--- src/rtl/keyboard_note_scanner.sv ---
// rtl/keyboard_note_scanner.sv - debounced key/octave scanner with note-select FSM
// Keys and octave buttons are synchronised, debounced, then resolved to one note.

module keyboard_note_scanner_debounce #(
    parameter int DEBOUNCE_CYCLES = 200000
) (
    input  logic clk,
    input  logic rst,
    input  logic din,
    output logic stable
);
    localparam int CW = (DEBOUNCE_CYCLES > 1) ? $clog2(DEBOUNCE_CYCLES) : 1;
    localparam logic [CW-1:0] LAST = CW'(DEBOUNCE_CYCLES - 1);

    logic          sync1;
    logic          sync2;
    logic [CW-1:0] cnt;

    always_ff @(posedge clk) begin
        if (rst) begin
            sync1  <= 1'b0;
            sync2  <= 1'b0;
            stable <= 1'b0;
            cnt    <= '0;
        end else begin
            sync1 <= din;
            sync2 <= sync1;
            // A mismatch must persist for DEBOUNCE_CYCLES consecutive samples.
            if (sync2 == stable) begin
                cnt <= '0;
            end else if (cnt == LAST) begin
                stable <= sync2;
                cnt    <= '0;
            end else begin
                cnt <= cnt + CW'(1);
            end
        end
    end
endmodule

module keyboard_note_scanner #(
    parameter int NUM_KEYS        = 7,
    parameter int NOTE_W          = 4,
    parameter int DEBOUNCE_CYCLES = 200000
) (
    input  logic                clk,
    input  logic                rst,
    input  logic [NUM_KEYS-1:0] keys,
    input  logic                oct_up,
    input  logic                oct_down,
    input  logic                mode,
    output logic [NOTE_W-1:0]   note_out,
    output logic [1:0]          octave_out,
    output logic                note_valid,
    output logic                note_start,
    output logic [NUM_KEYS-1:0] led_out
);
    typedef enum logic {
        IDLE    = 1'b0,
        PLAYING = 1'b1
    } state_t;

    state_t              state;
    logic [NUM_KEYS-1:0] key_stable;
    logic                up_stable;
    logic                down_stable;
    logic                up_prev;
    logic                down_prev;
    logic                mode_q;
    logic [NOTE_W-1:0]   cand;
    logic [NOTE_W-1:0]   cand_low;
    logic [NUM_KEYS-1:0] cand_led;
    logic [NUM_KEYS-1:0] low_led;
    int                  ones;
    logic                up_rise;
    logic                down_rise;

    for (genvar i = 0; i < NUM_KEYS; i++) begin : g_key
        keyboard_note_scanner_debounce #(
            .DEBOUNCE_CYCLES(DEBOUNCE_CYCLES)
        ) u_db (
            .clk   (clk),
            .rst   (rst),
            .din   (keys[i]),
            .stable(key_stable[i])
        );
    end

    keyboard_note_scanner_debounce #(
        .DEBOUNCE_CYCLES(DEBOUNCE_CYCLES)
    ) u_db_up (
        .clk   (clk),
        .rst   (rst),
        .din   (oct_up),
        .stable(up_stable)
    );

    keyboard_note_scanner_debounce #(
        .DEBOUNCE_CYCLES(DEBOUNCE_CYCLES)
    ) u_db_down (
        .clk   (clk),
        .rst   (rst),
        .din   (oct_down),
        .stable(down_stable)
    );

    always_ff @(posedge clk) begin
        if (rst) begin
            mode_q <= 1'b0;
        end else begin
            mode_q <= mode;
        end
    end

    // Lowest set key wins in priority mode; exclusive mode only accepts a lone key.
    always_comb begin
        cand_low = '0;
        low_led  = '0;
        ones     = 0;
        for (int i = NUM_KEYS - 1; i >= 0; i--) begin
            if (key_stable[i]) begin
                cand_low   = NOTE_W'(i + 1);
                low_led    = '0;
                low_led[i] = 1'b1;
                ones       = ones + 1;
            end
        end
        if (mode_q || ones == 1) begin
            cand     = cand_low;
            cand_led = low_led;
        end else begin
            cand     = '0;
            cand_led = '0;
        end
    end

    always_ff @(posedge clk) begin
        if (rst) begin
            state      <= IDLE;
            note_out   <= '0;
            note_valid <= 1'b0;
            note_start <= 1'b0;
            led_out    <= '0;
        end else begin
            note_start <= 1'b0;
            case (state)
                IDLE: begin
                    if (cand != '0) begin
                        state      <= PLAYING;
                        note_out   <= cand;
                        note_valid <= 1'b1;
                        led_out    <= cand_led;
                        note_start <= 1'b1;
                    end
                end
                PLAYING: begin
                    if (cand == '0) begin
                        state      <= IDLE;
                        note_out   <= '0;
                        note_valid <= 1'b0;
                        led_out    <= '0;
                    end else if (cand != note_out) begin
                        note_out   <= cand;
                        led_out    <= cand_led;
                        note_start <= 1'b1;
                    end
                end
                default: begin
                    state      <= IDLE;
                    note_out   <= '0;
                    note_valid <= 1'b0;
                    led_out    <= '0;
                end
            endcase
        end
    end

    assign up_rise   = up_stable & ~up_prev;
    assign down_rise = down_stable & ~down_prev;

    always_ff @(posedge clk) begin
        if (rst) begin
            up_prev    <= 1'b0;
            down_prev  <= 1'b0;
            octave_out <= 2'd1;
        end else begin
            up_prev   <= up_stable;
            down_prev <= down_stable;
            // Simultaneous up and down edges cancel out.
            if (up_rise && !down_rise && octave_out != 2'd3) begin
                octave_out <= octave_out + 2'd1;
            end else if (down_rise && !up_rise && octave_out != 2'd0) begin
                octave_out <= octave_out - 2'd1;
            end
        end
    end
endmodule

--- config.mk ---
export PLATFORM = sky130hd
export DESIGN_NAME = keyboard_note_scanner
export DESIGN_NICKNAME = d
export VERILOG_FILES = /design/src/rtl/keyboard_note_scanner.sv
export SDC_FILE = /design/constraint.sdc
export NUM_CORES = 1
export LEC_CHECK = 0
export ABC_AREA = 1
export CORE_MARGIN = 5
export CORE_UTILIZATION = 59
export CTS_CLUSTER_SIZE = 24
export DETAILED_ROUTE_END_ITERATION = 8
export MAX_ROUTING_LAYER = met4
export PLACE_DENSITY = 0.83
export RECOVER_POWER = 25
export SYNTH_ARGS = -nofsm -noshare
export SYNTH_HDL_FRONTEND = slang
export SYNTH_HIERARCHICAL = 1
export SYNTH_SLANG_ARGS = --single-unit
--- constraint.sdc ---
create_clock -name clk -period 6.56 [get_ports clk]
set_input_delay 1.968 -clock clk [delete_from_list [all_inputs] [get_ports clk]]
set_output_delay 1.968 -clock clk [all_outputs]
set_load 0.01 [all_outputs]
* After elaboration in Yosys (flattened, before gate mapping)
Cells that the tools add are included.
Word-level totals: bits in registers 208, word-level logic and storage cells 173, input port bits 12, output and inout port bits 15
Cells by class: bitwise operators 14, add/subtract/negate cells 17, muxes and demuxes 42, equal/unequal tests 24, reduce and logical (&&, ||, !) cells 31
Operators by type and width (number):
- $add A32 B2 Y32 const B | 6
- $mux W32 | 6
- $add A18 B1 Y18 const B | 9
- $eq A18 B18 Y1 const B | 9
- $mux W7 | 11
- $mux W4 | 10
- $eq A32 B2 Y1 const B | 1
- $reduce_or A3 Y1 | 9
- $reduce_and A2 Y1 | 11
- $pmux W7 S2 | 1
- $not A1 Y1 | 12
- $eq A1 B1 Y1 | 9
- $pmux W4 S2 | 1
- $mux W1 | 7
- $pmux W1 S2 | 3
- $logic_and A1 B1 Y1 | 4
- $logic_not A4 Y1 | 1
- $mux W2 | 2
- $ne A2 B2 Y1 const B | 2
- $ne A4 B4 Y1 | 1
- $reduce_bool A2 Y1 | 2
- $reduce_bool A4 Y1 | 1
- $mux W3 | 1
- $ne A3 B1 Y1 const B | 1
- 6 further kinds | 8

* Logic depth before layout (Yosys ltp)
Gate-level depths: netlist of the first run.
depth in word-level cells 20, depth in mapped cells 35, mapped depth without buffers 34

* By module
Netlist of the first run, hierarchy kept.
Modules (own cells, without submodules):
- keyboard_note_scanner_debounce at g_key[0].u_db ... | sequential area each 420.4 um^2, area each 999.7 um^2, cells each 136, instances 8
- keyboard_note_scanner | sequential area each 360.3 um^2, area each 1435.1 um^2, cells each 212, instances 1
- keyboard_note_scanner_debounce at u_db_up | sequential area each 420.4 um^2, area each 1003.5 um^2, cells each 145, instances 1

* Least setup slack after synthesis of the first run
Ideal clock, no wire load.
path type flip-flop to flip-flop, start register g_key[5].u_db.stable, end register note_out[0], stages on the path, launching flop included 35, library setup time 115 ps, clock period less this slack 4767 ps, arrival 4652 ps, buffers on the path 2, data required time 6445 ps, path slack 1793 ps, cells stage by stage dfxtp_1 -> inv_1 -> ha_1 -> inv_1 -> nand2_2 -> nand2_1 -> inv_1 -> ha_1 -> or2_1 -> and2_2 -> ha_1 -> nand2_1 -> and2_1 -> inv_1 -> ha_1 -> or2_2 -> nand2_1 -> inv_1 -> ha_1 -> nand2_1 -> xnor2_1 -> nor2_1 -> o21ai_1 -> nand2_1 -> nand3_2 -> nand2_2 -> buf_6 -> nand2_2 -> nand3_1 -> inv_1 -> ha_1 -> clkinv_1 -> buf_2 -> a21oi_1 -> nor2_1
On the way: cells in the longest elaborated chain, start to end 17, elaborated cells on any way between the ends 30, classes of those cells add/sub (5); eq/ne (4); mux (17); reduce/logical (4)
Ends and longest elaborated chain:
- from (decl) | RTL line 10 | output logic stable
- from (signal assigned) | RTL line 32 | stable <= sync2;
- $mux W32 | RTL line 121 | if (key_stable[i]) begin
- $add A32 B2 Y32 | RTL line 125 | ones = ones + 1;
- $mux W32 | RTL line 121
- $add A32 B2 Y32 | RTL line 125
- $mux W32 | RTL line 121
- $add A32 B2 Y32 | RTL line 125
- $mux W32 | RTL line 121
- $add A32 B2 Y32 | RTL line 125
- $mux W32 | RTL line 121
- $add A32 B2 Y32 | RTL line 125
- $mux W32 | RTL line 121
- $eq A32 B2 Y1 | RTL line 128 | if (mode_q || ones == 1) begin
- $logic_or A1 B1 Y1 | RTL line 128
- $mux W4 (*) | RTL line 128
- $ne A4 B4 Y1, or another cell as far along | RTL line 162 | end else if (cand != note_out) begin
- $ne A3 B1 Y1 (no source line), or another cell as far along
- $reduce_and A2 Y1 (no source line) / $pmux W4 S2 (equally long branches)
- to (signal assigned) | RTL line 150 | note_out <= cand;
- to (signal assigned) | RTL line 163 | note_out <= cand;
- to (decl) | RTL line 52 | output logic [NOTE_W-1:0] note_out,
Mark *: on every way between the ends. The rest lies on a longest branch, timed or not. The select of a mux whose other input is x is not followed. A chain may end at the register's enable or synchronous reset.

* Worst setup path in the final report of the first run
start register g_key[5].u_db.stable, end register led_out[2]
On the way: cells in the longest elaborated chain, start to end 17, elaborated cells on any way between the ends 37, classes of those cells add/sub (5); eq/ne (4); mux (24); reduce/logical (4)
Ends and longest elaborated chain:
- $mux W32 | RTL line 121
- $add A32 B2 Y32 | RTL line 125
- $mux W32 | RTL line 121
- $add A32 B2 Y32 | RTL line 125
- $mux W32 | RTL line 121
- $add A32 B2 Y32 | RTL line 125
- $mux W32 | RTL line 121
- $add A32 B2 Y32 | RTL line 125
- $mux W32 | RTL line 121
- $add A32 B2 Y32 | RTL line 125
- $mux W32 | RTL line 121
- $eq A32 B2 Y1 | RTL line 128
- $logic_or A1 B1 Y1 | RTL line 128
- $mux W4 / $mux W7 (equally long branches) | RTL line 128
- $ne A4 B4 Y1, or another cell as far along | RTL line 162
- $ne A3 B1 Y1 (no source line), or another cell as far along
- $reduce_and A2 Y1 (no source line) / $pmux W7 S2 (equally long branches)
- to (signal assigned) | RTL line 152 | led_out <= cand_led;
- to (signal assigned) | RTL line 164 | led_out <= cand_led;
- to (decl) | RTL line 56 | output logic [NUM_KEYS-1:0] led_out
Several ways; a longest one is shown, not always the timed one. The select of a mux whose other input is x is not followed.

==> flow_summary_export.csv, run 1 <==
group,metric,value,unit
cts,clock-sinks,207,
detailed_routing,drt_iter0_drc,508,
detailed_routing,vias,8906,
yosys,synth_compound_area_frac,0.0537,
placed_design,placed_area,10800,um^2
cells_and_area,drive_above_1_share,0.0896,
yosys,ys_seq_elements,207,
yosys,synth-simple-area-share,0.390,
global_routing,grt_max_degree,42,
floorplanning,die_w,143,um
worst_setup_path,slowest_delay,0.47,ns
yosys,yosysWarnings,6,
worst_setup_path,regToRegSetupSlack,0.97,ns
power_and_ir_drop,ir_drop,191,uV
detailed_routing,drcViolationCount,0,
power_and_ir_drop,p_per_area,233,nW/um^2
yosys,synth_top_family_by_area,"simple AND/OR/NAND/NOR gates",
floorplanning,io_pins,27,
min_path,min_to,"g_key[1].u_db/sync2",
cts,clk_pin_slew_worst_paths,0.06,ns
timing,hold_viol,0,
worst_setup_path,crit_fanout,19,
detailed_routing,wirelength,20400,um
cts,cts-resized-gates,0,
flow_run,drv_cap,1,
global_routing,overflow,0,
timing,worstMarginPinSlew,2.02,ns
worst_setup_path,cp.arrival,5.99,ns
timing,tns,0,ns
global_routing,gr-usage-all-layers,0.211,
yosys,netlist_area,10400,um^2
timing,fmax,179,MHz
worst_setup_path,r2r_start,"g_key[5].u_db/stable",
yosys,syn-num-nets,1476,
floorplanning,initial_core_util,0.601,
yosys,yosysUniqueCellTypes,44,
cells_and_area,nFillCells,1475,
power_and_ir_drop,p_leak,0.00372,uW
global_routing,grt_pass1_vias,8389,
timing,finalCritPeriodShare,0.852,
placed_design,gp_congestion,0.899,
worst_setup_path,r2r_end,"led_out[2]",
floorplanning,die_area,20400,um^2
timing,setup_violations,0,
worst_setup_path,critPathRequiredTime,6.97,ns
min_path,min_path_cells,2,
yosys,synth_edf_count,0,
cells_and_area,antennaDiodeCount,0,
floorplanning,rows,48,
cts,cts-root-buf,"clkbuf_16",
outcome,violations,"capacitance limit, slew limit",
timing,worst_slack,0.973,ns
min_path,hold_class,"reg -> reg",
cts,clockBufferDepth,3,
yosys,synth.avg_cell_area,7.22,um^2
cts,postCtsHoldBufs,0,
yosys,seq_area_frac_synth,0.397,
timing,rsz0062_at_grt,"false",
detailed_routing,ant_nets,0,
cells_and_area,fin_util,0.667,
detailed_routing,via_per_inst,5.17,
yosys,synth_top_flop_cell,"dfxtp_1",
floorplanning,die_h,143,um
cells_and_area,fin_nets,1511,
worst_setup_path,cpLargestDelayFamily,"simple AND/OR/NAND/NOR gates",
detailed_routing,first_pass_iters,5,
worst_setup_path,start_kind,"flip-flop",
placed_design,dp_hpwl,14200,um
worst_setup_path,worstRegToRegCells,34,
yosys,synth-adder-area-share,0.0228,
min_path,hold_start,"g_key[1].u_db/sync1",
yosys,synth.mux.area_fraction,0,
timing,worst_hold_slack,0.400,ns
timing,drv_slew,42,
yosys,async_reset_ff_frac,0,
cells_and_area,final_cell_area,11600,um^2
worst_setup_path,crit_path_frequent_cell,"nand2_1",
timing,slew_headroom,-0.347,
outcome,outcome,"finished, violations left",
placed_design,dp_slack,1.14,ns
timing,fin_crit,5.59,ns
cts,h-tree-depth,1,
cts,post-cts-setup-buffers,0,
floorplanning,coreArea,17400,um^2
global_routing,grt_pass1_wl,36300,um
global_routing,grt_antenna_before_repair,0,
placed_design,port_buffers,25,
worst_setup_path,cpMaxStageDelayCell,"clkinv_1",
cells_and_area,area_growth,10.9,%
cts,clock_latency,0.52,ns
worst_setup_path,critPathKind,"reg -> reg",
detailed_routing,wl_per_cell,11.8,um
timing,finClkSkew,0.0167,ns
cts,cts_tree,"built",
yosys,synthCells,1445,
worst_setup_path,crit_cells,34,
yosys,synthXorXnorAreaFrac,0.0755,
worst_setup_path,cp_num_buf_inv,7,
cts,cts_buffers,23,
worst_setup_path,end_kind,"flip-flop",
-- per-layer routing --
layer | wire length [um] | global-route usage | share of wire
met1 | 9310 | 0.263 | 0.46
met2 | 9940 | 0.360 | 0.49
met3 | 758 | 0.0301 | 0.037
met4 | 374 | 0.0515 | 0.018
met5 | 0 | - | 0
-- flip-flops by register name (all words and copies together) (netlist names), 2 cells and up --
register,count
note_out,3
g_key.u_db/sync2,7
g_key.u_db/cnt,126
led_out,7
u_db_down/cnt,18
g_key.u_db/stable,7
u_db_up/cnt,18
g_key.u_db/sync1,7
octave_out,2
-- worst register-to-register path, delay by kind of cell, from the launching register on --
family | cells | cell delay, ns
AND/OR/NAND/NOR | 19 | 2.46
adder cells (fa/ha/maj) | 6 | 1.48
flip-flops | 1 | 0.39
buffers and inverters | 7 | 0.91
XOR/XNOR | 1 | 0.16
AO/OA/AOI/OAI | 1 | 0.08
-- stage by stage --
stage | total power [uW] | cells
floorplan | 1320 | 1445
global placement | 1330 | 1680
detailed placement | 1330 | 1680
CTS | 2730 | 1721
global route | 2780 | 1721
finish | 2700 | 1721
-- cells by family after synthesis --
logic type | after synthesis
compound gates | 105
flops | 207
fa+ha+maj | 19
buf+inv | 134
xor+xnor | 90
other cells | 1
simple gates | 889
-- cell usage after synthesis, types with 9 or more instances --
cell	number	area, um^2
nor2_2	20	125
nand4_1	21	131
nor3_1	12	60.1
xnor2_1	44	385
buf_6	10	113
nand2_2	24	150
inv_1	117	439
xor2_1	46	403
dfxtp_1	207	4140
a21oi_1	71	355
o21ai_0	22	110
nand2_1	323	1210
ha_1	19	238
or2_2	12	75.1
nor2_1	326	1220
nand3_1	80	400
nand2_4	9	101
or2_0	18	113
-- placed cells by master, fill, tap and decap left out, types with 12 or more instances in the layout --
| master | n |
|---|---|
| xor2_1 | 46 |
| xnor2_1 | 44 |
| inv_1 | 117 |
| nor2_2 | 20 |
| dfxtp_1 | 207 |
| nand2_1 | 328 |
| nand3_1 | 80 |
| clkdlybuf4s50_1 | 24 |
| ha_1 | 19 |
| nand4_1 | 21 |
| nand2_2 | 24 |
| a21oi_1 | 71 |
| nor2_1 | 326 |
| or2_2 | 12 |
| o21ai_0 | 22 |
| nor3_1 | 12 |
| or2_0 | 18 |
| clkbuf_16 | 23 |
-- layout make-up --
class / instances / area [um^2] / area share
tap: 225 / 282 / 0.0243
multi-input combinational: 1104 / 5620 / 0.486
inverter: 119 / 447 / 0.0386
sequential: 207 / 4140 / 0.358
clock inverter: 13 / 216 / 0.0187
timing repair buffer: 25 / 244 / 0.0211
clock buffer: 28 / 614 / 0.0531
-- worst max-delay path by stage --
stage | from | to | slack, ns
floorplan | g_key[5].u_db/stable | note_out[0] | 1.79
global placement | g_key[5].u_db/stable | led_out[2] | 1.35
detailed placement | g_key[5].u_db/stable | led_out[2] | 1.14
CTS | g_key[5].u_db/stable | led_out[2] | 0.99
global route | g_key[5].u_db/stable | led_out[2] | 0.47
finish | g_key[5].u_db/stable | led_out[2] | 0.97
-- report_power, final --
group | switching [uW] | internal, uW | total [uW]
sequential | 4.11 | 1260 | 1270
clock | 523 | 870 | 1390
combinational | 23.7 | 14.2 | 37.8
(Power assumes the default switching activity.)
==> inputs of run 2 (changes only) <==
--- a/config.mk
+++ b/config.mk
@@ -6,6 +6,7 @@
 export NUM_CORES = 1
 export LEC_CHECK = 0
 export ABC_AREA = 1
+export CAP_MARGIN = 15
 export CORE_MARGIN = 5
 export CORE_UTILIZATION = 59
 export CTS_CLUSTER_SIZE = 24
==> results of run 2 <==
The final DEF is identical to that of run 1; final timing and power are the same.
==> inputs of run 3 (changes only) <==
--- a/config.mk
+++ b/config.mk
@@ -14,6 +14,7 @@
 export MAX_ROUTING_LAYER = met4
 export PLACE_DENSITY = 0.83
 export RECOVER_POWER = 25
+export SKIP_CTS_REPAIR_TIMING = 1
 export SYNTH_ARGS = -nofsm -noshare
 export SYNTH_HDL_FRONTEND = slang
 export SYNTH_HIERARCHICAL = 1
==> results of run 3 <==
The final DEF is identical to that of run 1; final timing and power are the same.
